### src/rtl/klein_pkg.sv
// klein_pkg
//   Shared definitions for the KLEIN stream sequencer: datapath widths and
//   the sequencer state encoding.
package klein_pkg;

  localparam int KLEIN_BLOCK_W = 64;
  localparam int KLEIN_KEY_W   = 64;

  typedef enum logic [2:0] {
    ST_NOKEY      = 3'd0,
    ST_INIT_PULSE = 3'd1,
    ST_INIT_WAIT  = 3'd2,
    ST_READY      = 3'd3,
    ST_NEXT_PULSE = 3'd4,
    ST_NEXT_WAIT  = 3'd5
  } state_t;

endpackage : klein_pkg

### src/rtl/klein_wait_timer.sv
// klein_wait_timer
//   Counts cycles spent waiting for the KLEIN core after an init/next pulse.
//   The count holds 1 in the first wait cycle and k in the k-th wait cycle,
//   so the expire flag raised on count TIMEOUT_CYCLES-1 lands the registered
//   error exactly TIMEOUT_CYCLES cycles after the pulse. TIMEOUT_CYCLES must
//   be at least 2.
//
// Ports
//   iclk      clock
//   ireset_n  asynchronous active-low reset
//   iload     restart the count (asserted during the pulse cycle)
//   irun      count while the sequencer waits on the core
//   ofirst    first wait cycle, when the core's ready is not yet meaningful
//   oexpire   wait budget used up
module klein_wait_timer #(
  parameter int TIMEOUT_CYCLES = 255
) (
  input  logic iclk,
  input  logic ireset_n,
  input  logic iload,
  input  logic irun,
  output logic ofirst,
  output logic oexpire
);

  localparam int           W    = $clog2(TIMEOUT_CYCLES + 1);
  localparam logic [W-1:0] LAST = W'(TIMEOUT_CYCLES - 1);

  logic [W-1:0] cnt_q;

  // NOTE: state registers use non-blocking assignments so every flop samples
  // pre-edge values, independent of statement or process order.
  always_ff @(posedge iclk or negedge ireset_n) begin
    if (!ireset_n) begin
      cnt_q <= '0;
    end else if (iload) begin
      cnt_q <= W'(1);
    end else if (irun && (cnt_q != LAST)) begin
      cnt_q <= cnt_q + W'(1);
    end
  end

  assign ofirst  = irun && (cnt_q == W'(1));
  assign oexpire = irun && (cnt_q == LAST);

endmodule : klein_wait_timer

### src/rtl/klein_stream_ctrl.sv
// klein_stream_ctrl
//   Initiator-side sequencer for a KLEIN cipher core. Takes keys and 64-bit
//   blocks from a valid/ready stream, runs the key-schedule init before any
//   block, pulses next per block while holding key/block/direction stable,
//   and returns results on a one-deep valid/ready output.
//
// Ports
//   iclk, ireset_n                       clock, async active-low reset
//   ikey_load, ikey                      key load request and key value
//   iin_valid, iin_data, iin_encdec      input block stream (1=encipher)
//   oin_ready                            input handshake
//   oout_valid, oout_data, iout_ready    result stream
//   ocore_init, ocore_next               one-cycle pulses to the core
//   ocore_encdec, ocore_key, ocore_block registered operands to the core
//   icore_ready, icore_result_valid      core status
//   icore_block                          core result
//   okey_valid                           key schedule complete
//   oerr                                 sticky wait timeout
//   ocount                               blocks completed since key load
module klein_stream_ctrl
  import klein_pkg::*;
#(
  parameter int TIMEOUT_CYCLES = 255,
  parameter int CNT_W          = 32
) (
  input  logic                     iclk,
  input  logic                     ireset_n,
  input  logic                     ikey_load,
  input  logic [0:KLEIN_KEY_W-1]   ikey,
  input  logic                     iin_valid,
  input  logic [0:KLEIN_BLOCK_W-1] iin_data,
  input  logic                     iin_encdec,
  output logic                     oin_ready,
  output logic                     oout_valid,
  output logic [0:KLEIN_BLOCK_W-1] oout_data,
  input  logic                     iout_ready,
  output logic                     ocore_init,
  output logic                     ocore_next,
  output logic                     ocore_encdec,
  output logic [0:KLEIN_KEY_W-1]   ocore_key,
  output logic [0:KLEIN_BLOCK_W-1] ocore_block,
  input  logic                     icore_ready,
  input  logic                     icore_result_valid,
  input  logic [0:KLEIN_BLOCK_W-1] icore_block,
  output logic                     okey_valid,
  output logic                     oerr,
  output logic [CNT_W-1:0]         ocount
);

  state_t                   state_q, state_d;
  logic                     key_pending_q;
  logic [0:KLEIN_KEY_W-1]   pend_key_q;
  logic [0:KLEIN_KEY_W-1]   key_src;

  logic accept;
  logic timer_first, timer_expire;
  logic load_key, stash_key, set_key_valid, set_err, block_done;

  // Output is one-deep: a new block may enter only if the held result is
  // empty or drains this same cycle. A pending key blocks input so the new
  // schedule runs before any further block.
  assign oin_ready = (state_q == ST_READY) && !key_pending_q &&
                     (!oout_valid || iout_ready);
  assign accept    = iin_valid && oin_ready;

  assign ocore_init = (state_q == ST_INIT_PULSE);
  assign ocore_next = (state_q == ST_NEXT_PULSE);

  // A fresh load takes precedence over an older pending key.
  assign key_src = ikey_load ? ikey : pend_key_q;

  klein_wait_timer #(
    .TIMEOUT_CYCLES(TIMEOUT_CYCLES)
  ) u_wait_timer (
    .iclk    (iclk),
    .ireset_n(ireset_n),
    .iload   ((state_q == ST_INIT_PULSE) || (state_q == ST_NEXT_PULSE)),
    .irun    ((state_q == ST_INIT_WAIT)  || (state_q == ST_NEXT_WAIT)),
    .ofirst  (timer_first),
    .oexpire (timer_expire)
  );

  always_ff @(posedge iclk or negedge ireset_n) begin
    if (!ireset_n) begin
      state_q <= ST_NOKEY;
    end else begin
      state_q <= state_d;
    end
  end

  // NOTE: every signal written here gets a default first; a path that leaves
  // one unassigned would infer a latch.
  always_comb begin
    state_d       = state_q;
    load_key      = 1'b0;
    stash_key     = 1'b0;
    set_key_valid = 1'b0;
    set_err       = 1'b0;
    block_done    = 1'b0;

    unique case (state_q)
      ST_NOKEY: begin
        if (ikey_load) begin
          load_key = 1'b1;
          state_d  = ST_INIT_PULSE;
        end
      end

      ST_INIT_PULSE: begin
        stash_key = ikey_load;
        state_d   = ST_INIT_WAIT;
      end

      // The core drops ready one cycle after a pulse, so the first wait
      // cycle still shows the stale idle level.
      ST_INIT_WAIT: begin
        stash_key = ikey_load;
        if (!timer_first && icore_ready) begin
          set_key_valid = 1'b1;
          state_d       = ST_READY;
        end else if (timer_expire) begin
          set_err = 1'b1;
          state_d = ST_NOKEY;
        end
      end

      // An accept beats a simultaneous key load; the key then waits.
      ST_READY: begin
        if (accept) begin
          stash_key = ikey_load;
          state_d   = ST_NEXT_PULSE;
        end else if (ikey_load || key_pending_q) begin
          load_key = 1'b1;
          state_d  = ST_INIT_PULSE;
        end
      end

      ST_NEXT_PULSE: begin
        stash_key = ikey_load;
        state_d   = ST_NEXT_WAIT;
      end

      ST_NEXT_WAIT: begin
        stash_key = ikey_load;
        if (!timer_first && icore_ready && icore_result_valid) begin
          block_done = 1'b1;
          state_d    = ST_READY;
        end else if (timer_expire) begin
          set_err = 1'b1;
          state_d = ST_NOKEY;
        end
      end

      default: state_d = ST_NOKEY;
    endcase
  end

  always_ff @(posedge iclk or negedge ireset_n) begin
    if (!ireset_n) begin
      ocore_key     <= '0;
      ocore_block   <= '0;
      ocore_encdec  <= 1'b1;
      pend_key_q    <= '0;
      key_pending_q <= 1'b0;
      okey_valid    <= 1'b0;
      oerr          <= 1'b0;
      ocount        <= '0;
      oout_valid    <= 1'b0;
      oout_data     <= '0;
    end else begin
      if (load_key) begin
        ocore_key     <= key_src;
        key_pending_q <= 1'b0;
        okey_valid    <= 1'b0;
        oerr          <= 1'b0;
        ocount        <= '0;
      end

      // Operands are only written on load/accept, which the FSM allows solely
      // outside a pulse-to-completion window, so the core sees them stable.
      if (stash_key) begin
        pend_key_q    <= ikey;
        key_pending_q <= 1'b1;
      end

      if (accept) begin
        ocore_block  <= iin_data;
        ocore_encdec <= iin_encdec;
      end

      if (set_key_valid) begin
        okey_valid <= 1'b1;
      end

      // A timeout abandons everything, including a pending key; only a new
      // load restarts the sequencer.
      if (set_err) begin
        oerr          <= 1'b1;
        okey_valid    <= 1'b0;
        key_pending_q <= 1'b0;
      end

      if (block_done) begin
        oout_data  <= icore_block;
        oout_valid <= 1'b1;
        ocount     <= ocount + CNT_W'(1);
      end else if (oout_valid && iout_ready) begin
        oout_valid <= 1'b0;
      end
    end
  end

endmodule : klein_stream_ctrl

### config.mk
export PLATFORM = sky130hd
export DESIGN_NAME = klein_stream_ctrl
export DESIGN_NICKNAME = d
export VERILOG_FILES = /design/src/rtl/klein_pkg.sv /design/src/rtl/klein_wait_timer.sv /design/src/rtl/klein_stream_ctrl.sv
export SDC_FILE = /design/constraint.sdc
export NUM_CORES = 1
export LEC_CHECK = 0
export CAP_MARGIN = 20
export CORE_MARGIN = 1
export CORE_UTILIZATION = 35
export DETAILED_ROUTE_END_ITERATION = 10
export PLACE_DENSITY_LB_ADDON = 0.25
export SLEW_MARGIN = 20
export SYNTH_ARGS = -nofsm -noshare
export SYNTH_HDL_FRONTEND = slang
export SYNTH_SLANG_ARGS = --single-unit
### constraint.sdc
create_clock -name iclk -period 4 [get_ports iclk]
set_input_delay 0.4 -clock iclk [delete_from_list [all_inputs] [get_ports iclk]]
set_output_delay 0.4 -clock iclk [all_outputs]
set_load 0.03 [all_outputs]
==> Flow_metrics.wiki <==
{| class="wikitable"
! Metric !! Value
|-
| Maximum number of pins on one net before global-route repair || 106
|-
| Achievable Freq || 339 MHz
|-
| Instance count along the most critical hold path || 3
|-
| Slew at the pin closest to its max-slew limit || between 1 and 1.5 ns
|-
| Initial antenna violation count || 1
|-
| Max FO, Critical Path || 15
|-
| Mean routed wirelength per cell || 17.9 um
|-
| Global-route total usage across every layer || 17.6%
|-
| Switching Fraction || 37.0%
|-
| Clock root buffer master || sky130_fd_sc_hd__clkbuf_16
|-
| Yosys warning total || 0
|-
| Number of buffers and inverters on the critical path || 1
|-
| Number of vias after detailed routing || around 9,000
|-
| Number of standard cells in the final layout excluding fillers || between 1,500 and 2,000
|-
| PortBufs || 430
|-
| Crit Path Class || reg -> out
|-
| Main flop type after synthesis || sky130_fd_sc_hd__dfrtp_1
|-
| Distinct cells, synth || 54
|-
| Gate count after technology mapping || 953
|-
| Top area cells in the synthesized netlist || sky130_fd_sc_hd__dfrtp_1 (60%), sky130_fd_sc_hd__mux2_2 (14%), sky130_fd_sc_hd__mux2i_1 (6.4%), sky130_fd_sc_hd__mux2_4 (4.6%), sky130_fd_sc_hd__nand2_1 (3.2%)
|-
| Internal Power || 9.24 mW
|-
| Number of fillers in the final layout || 3,044
|-
| Area share of the largest cell type after synthesis || 59.5%
|-
| Largest area contributor in the netlist || sky130_fd_sc_hd__dfrtp_1
|-
| Worst-case hold slack || 0.377 ns
|-
| # rows || 69
|-
| Remaining global-route overflow || 0
|-
| Classification of the worst-slack hold path || in -> reg
|-
| Endpoints failing hold || 0
|-
| Number of iterations in the first detailed-routing pass || 8
|-
| Layout cell share with drive strength beyond 1 || 19.2%
|-
| Setup slack after placement || around 1.1 ns
|-
| Violations in the final reports || DRC
|-
| Number of placed cells counting well taps || 1,804
|-
| Clock transition at the registers of the reported paths || 0.06 ns
|-
| Total die area || 37,200 um^2
|-
| RSZ-0062 raised after global routing || false
|-
| Hold Crit Start || ikey_load
|-
| Remaining antenna violation count after routing || 0
|-
| Final net count || 1,586
|-
| Flops & latches, synth || 304
|-
| Overall power of the completed layout || around 15 mW
|-
| Crit path max-delay cell type || sky130_fd_sc_hd__clkdlybuf4s50_1
|-
| CTS max path bufs || 3
|-
| Total core area || 35,700 um^2
|-
| Power Dens Cells || slightly below 800 nW/um^2
|-
| Fraction of registers with async set/reset || 100%
|-
| Sequential power share || between 30% and 40%
|-
| H-tree levels || 2
|-
| Wire length of the first global-routing pass || slightly above 50,000 um
|-
| CP endpoint kind || output port
|-
| Family with the most delay on the worst path || buffers and inverters
|-
| Worst Slack Setup Final || 1.05 ns
|-
| Run status || finished with violations
|-
| Minimum setup slack among reg-to-reg paths || approximately 1.4 ns
|-
| Via count of the first global-routing pass || 9,288
|-
| Sequential cell area fraction in the yosys report || around 60%
|-
| Post-Synthesis Net Count || ~1,200
|-
| IR Drop Worst-Case VDD || 466 uV
|-
| Accumulated negative setup slack || 0 ns
|-
| Starting density of the core || 35.7%
|-
| Final Max Slew Viols || 0
|-
| Y dimension of the die || 193 um
|-
| Total detailed-routing wirelength || about 33,000 um
|-
| Number of max-cap violations || 0
|-
| Leakage dissipation || 8.36 nW
|-
| Insertion delay of the later-clocked pin in the worst-skew pair || 0.50 ns
|-
| Remaining max-slew budget at the tightest pin || 27.7%
|-
| Crit-path cells || nand2b_1 > or3_1 > nor2_1 > clkdlybuf4s50_1
|-
| Number of synthesized flops with an enable pin || 0
|-
| Net load switching power || 5.43 mW
|-
| Worst Reg-to-Reg Cells || 5
|-
| Clock skew || 0.0110 ns
|-
| Last weighted congestion value of the routability-driven placer || 0.780
|-
| Clk sink count || 304
|-
| Delay of the slowest cell on the worst path || 0.73 ns
|-
| Startpoint Class || flip-flop
|-
| Via count normalized by instance count || 4.83
|-
| Setup violation total in the final timing report || 0
|-
| Detailed placer's ending HPWL || 23,000 um
|-
| Post-route clock period utilization || approximately 74%
|-
| Library cell with the highest instance count after synthesis || sky130_fd_sc_hd__dfrtp_1
|-
| Comb power frac || between 40% and 50%
|-
| Synthesis-to-finish area growth || 46.5%
|-
| Required arrival time at the worst endpoint || ~3.6 ns
|-
| Minimum period implied by the final worst setup slack || 2.95 ns
|-
| Endpoint of the lowest-slack register-to-register path || ocore_block[20]$_DFFE_PN0P_
|-
| Post-synthesis area per instance || 13.4 um^2
|-
| Startpoint of the most critical register-to-register path || state_q[1]$_DFFE_PN0P_
|-
| Part of the power in the clock network || 21.2%
|-
| Ports || 431
|-
| Synth top cells by count || sky130_fd_sc_hd__dfrtp_1 (303), sky130_fd_sc_hd__mux2_2 (154), sky130_fd_sc_hd__nand2_1 (109)
|-
| DRC || 42
|-
| Number of buffers inserted by post-CTS setup repair || 0
|-
| WP data arrival || 2.55 ns
|-
| Worst-case hold path end point || ocore_key[55]$_DFFE_PN0P_
|-
| Cell area after synthesis || 12,700 um^2
|-
| Die Span X || 193 um
|-
| Initial DRC count || 382
|-
| CTS tree || built
|-
| Num CTS Buffers || 36
|}
==> cell usage in the layout, fill, tap and decap left out, types with 4 or more instances in the layout <==
cell type	instances
sky130_fd_sc_hd__clkdlybuf4s50_1	428
sky130_fd_sc_hd__dfrtp_1	303
sky130_fd_sc_hd__mux2_2	154
sky130_fd_sc_hd__nand2_1	109
sky130_fd_sc_hd__mux2i_1	82
sky130_fd_sc_hd__o21ai_0	76
sky130_fd_sc_hd__mux2_4	39
sky130_fd_sc_hd__clkbuf_16	37
sky130_fd_sc_hd__nand3_1	19
sky130_fd_sc_hd__nor2_1	12
sky130_fd_sc_hd__and3_1	10
sky130_fd_sc_hd__nand4_1	10
sky130_fd_sc_hd__buf_4	8
sky130_fd_sc_hd__nor3_1	7
sky130_fd_sc_hd__o211ai_1	7
sky130_fd_sc_hd__clkbuf_8	7
sky130_fd_sc_hd__inv_1	6
sky130_fd_sc_hd__o31ai_1	6
sky130_fd_sc_hd__clkbuf_1	6
sky130_fd_sc_hd__and4_1	5
sky130_fd_sc_hd__buf_12	5
sky130_fd_sc_hd__xnor2_1	4
sky130_fd_sc_hd__a21oi_1	4
sky130_fd_sc_hd__ha_1	4
sky130_fd_sc_hd__clkinv_2	4
==> flip-flops by register name, indices dropped and copies added, names as in the netlist <==
register,flops
oout_data,64
oerr,1
ocore_key,64
ocore_encdec,1
u_wait_timer.cnt_q,8
key_pending_q,1
oout_valid,1
pend_key_q,64
okey_valid,1
ocount,32
ocore_block,64
state_q,3
==> how the worst max path moves through the flow <==
stage | startpoint | endpoint | cells after the start
3_3_place_gp | iout_ready | okey_valid$_DFFE_PN0P_ | 6
3_5_place_dp | iout_ready | okey_valid$_DFFE_PN0P_ | 6
4_1_cts | state_q[1]$_DFFE_PN0P_ | oin_ready | 4
6_report | state_q[1]$_DFFE_PN0P_ | oin_ready | 4
2_1_floorplan | u_wait_timer.cnt_q[0]$_DFFE_PN0P_ | ocount[20]$_DFFE_PN0P_ | 7
5_1_grt | state_q[1]$_DFFE_PN0P_ | oin_ready | 4
==> cell families (layout without fill, tap and decap cells) <==
| family | Yosys count | count (layout) | synth area share [%] |
|---|---|---|---|
| flip-flops | 304 | 304 | 59.7 |
| multiplexers | 275 | 275 | 24.6 |
| AND/OR/NAND/NOR | 199 | 199 | 7.73 |
| AO/OA/AOI/OAI | 107 | 107 | 4.86 |
| buffers and inverters | 58 | 506 | 2.25 |
| XOR/XNOR | 6 | 6 | 0.412 |
| adder cells (fa/ha/maj) | 4 | 4 | 0.393 |
| other | 0 | 1 | 0 |
==> through the flow <==
| stage | area (um^2) | util, % |
|---|---|---|
| after floorplan | 12700 | - |
| after global placement | 17500 | 49.2 |
| after detailed placement | 17500 | 49.2 |
| after CTS | 18700 | 52.3 |
| after global routing | 18700 | 52.3 |
| final | 18700 | 52.3 |
==> metal layers <==
metal	GRT usage (%)	vias to the layer above	wire [um]
met5	0	-	0
li1	-	4237	-
met2	29.9	286	16400
met3	5.07	55	2710
met4	5.48	0	894
met1	21.3	4416	13200
==> power groups by stage <==
stage	Sequential, mW	Clock (mW)	Combinational [mW]
after floorplan	6.82	0	2.08
after global placement	5.06	0	6.48
after detailed placement	5.12	0	6.54
after CTS	5.09	3.25	6.56
after global routing	5.25	3.36	6.90
final	5.08	3.12	6.48
==> tightest hold or removal path: cells and delay by family <==
family / cells / cell delay (ns)
AO/OA/AOI/OAI: 1 / 0.08
multiplexers: 1 / 0.15
buffers and inverters: 1 / 0.19
==> timing repair <==
item,4_1_cts,5_1_grt
gates resized for setup,0,0
hold endpoints to repair,85,0
endpoints found under the setup margin,0,0
hold buffers,1,0
==> cell type report <==
| type | count | area, um^2 | share of cell area (%) |
|---|---|---|---|
| Sequential cell | 304 | 7610 | 40.8 |
| Multi-Input combinational cell | 591 | 4880 | 26.1 |
| Timing Repair Buffer | 443 | 4470 | 23.9 |
| Clock buffer | 50 | 1040 | 5.60 |
| Tap cell | 461 | 577 | 3.09 |
| Clock inverter | 7 | 65.1 | 0.349 |
| Inverter | 6 | 22.5 | 0.121 |
| Antenna cell | 1 | 2.50 | 0.0134 |
Power figures use the tool's default switching activity.
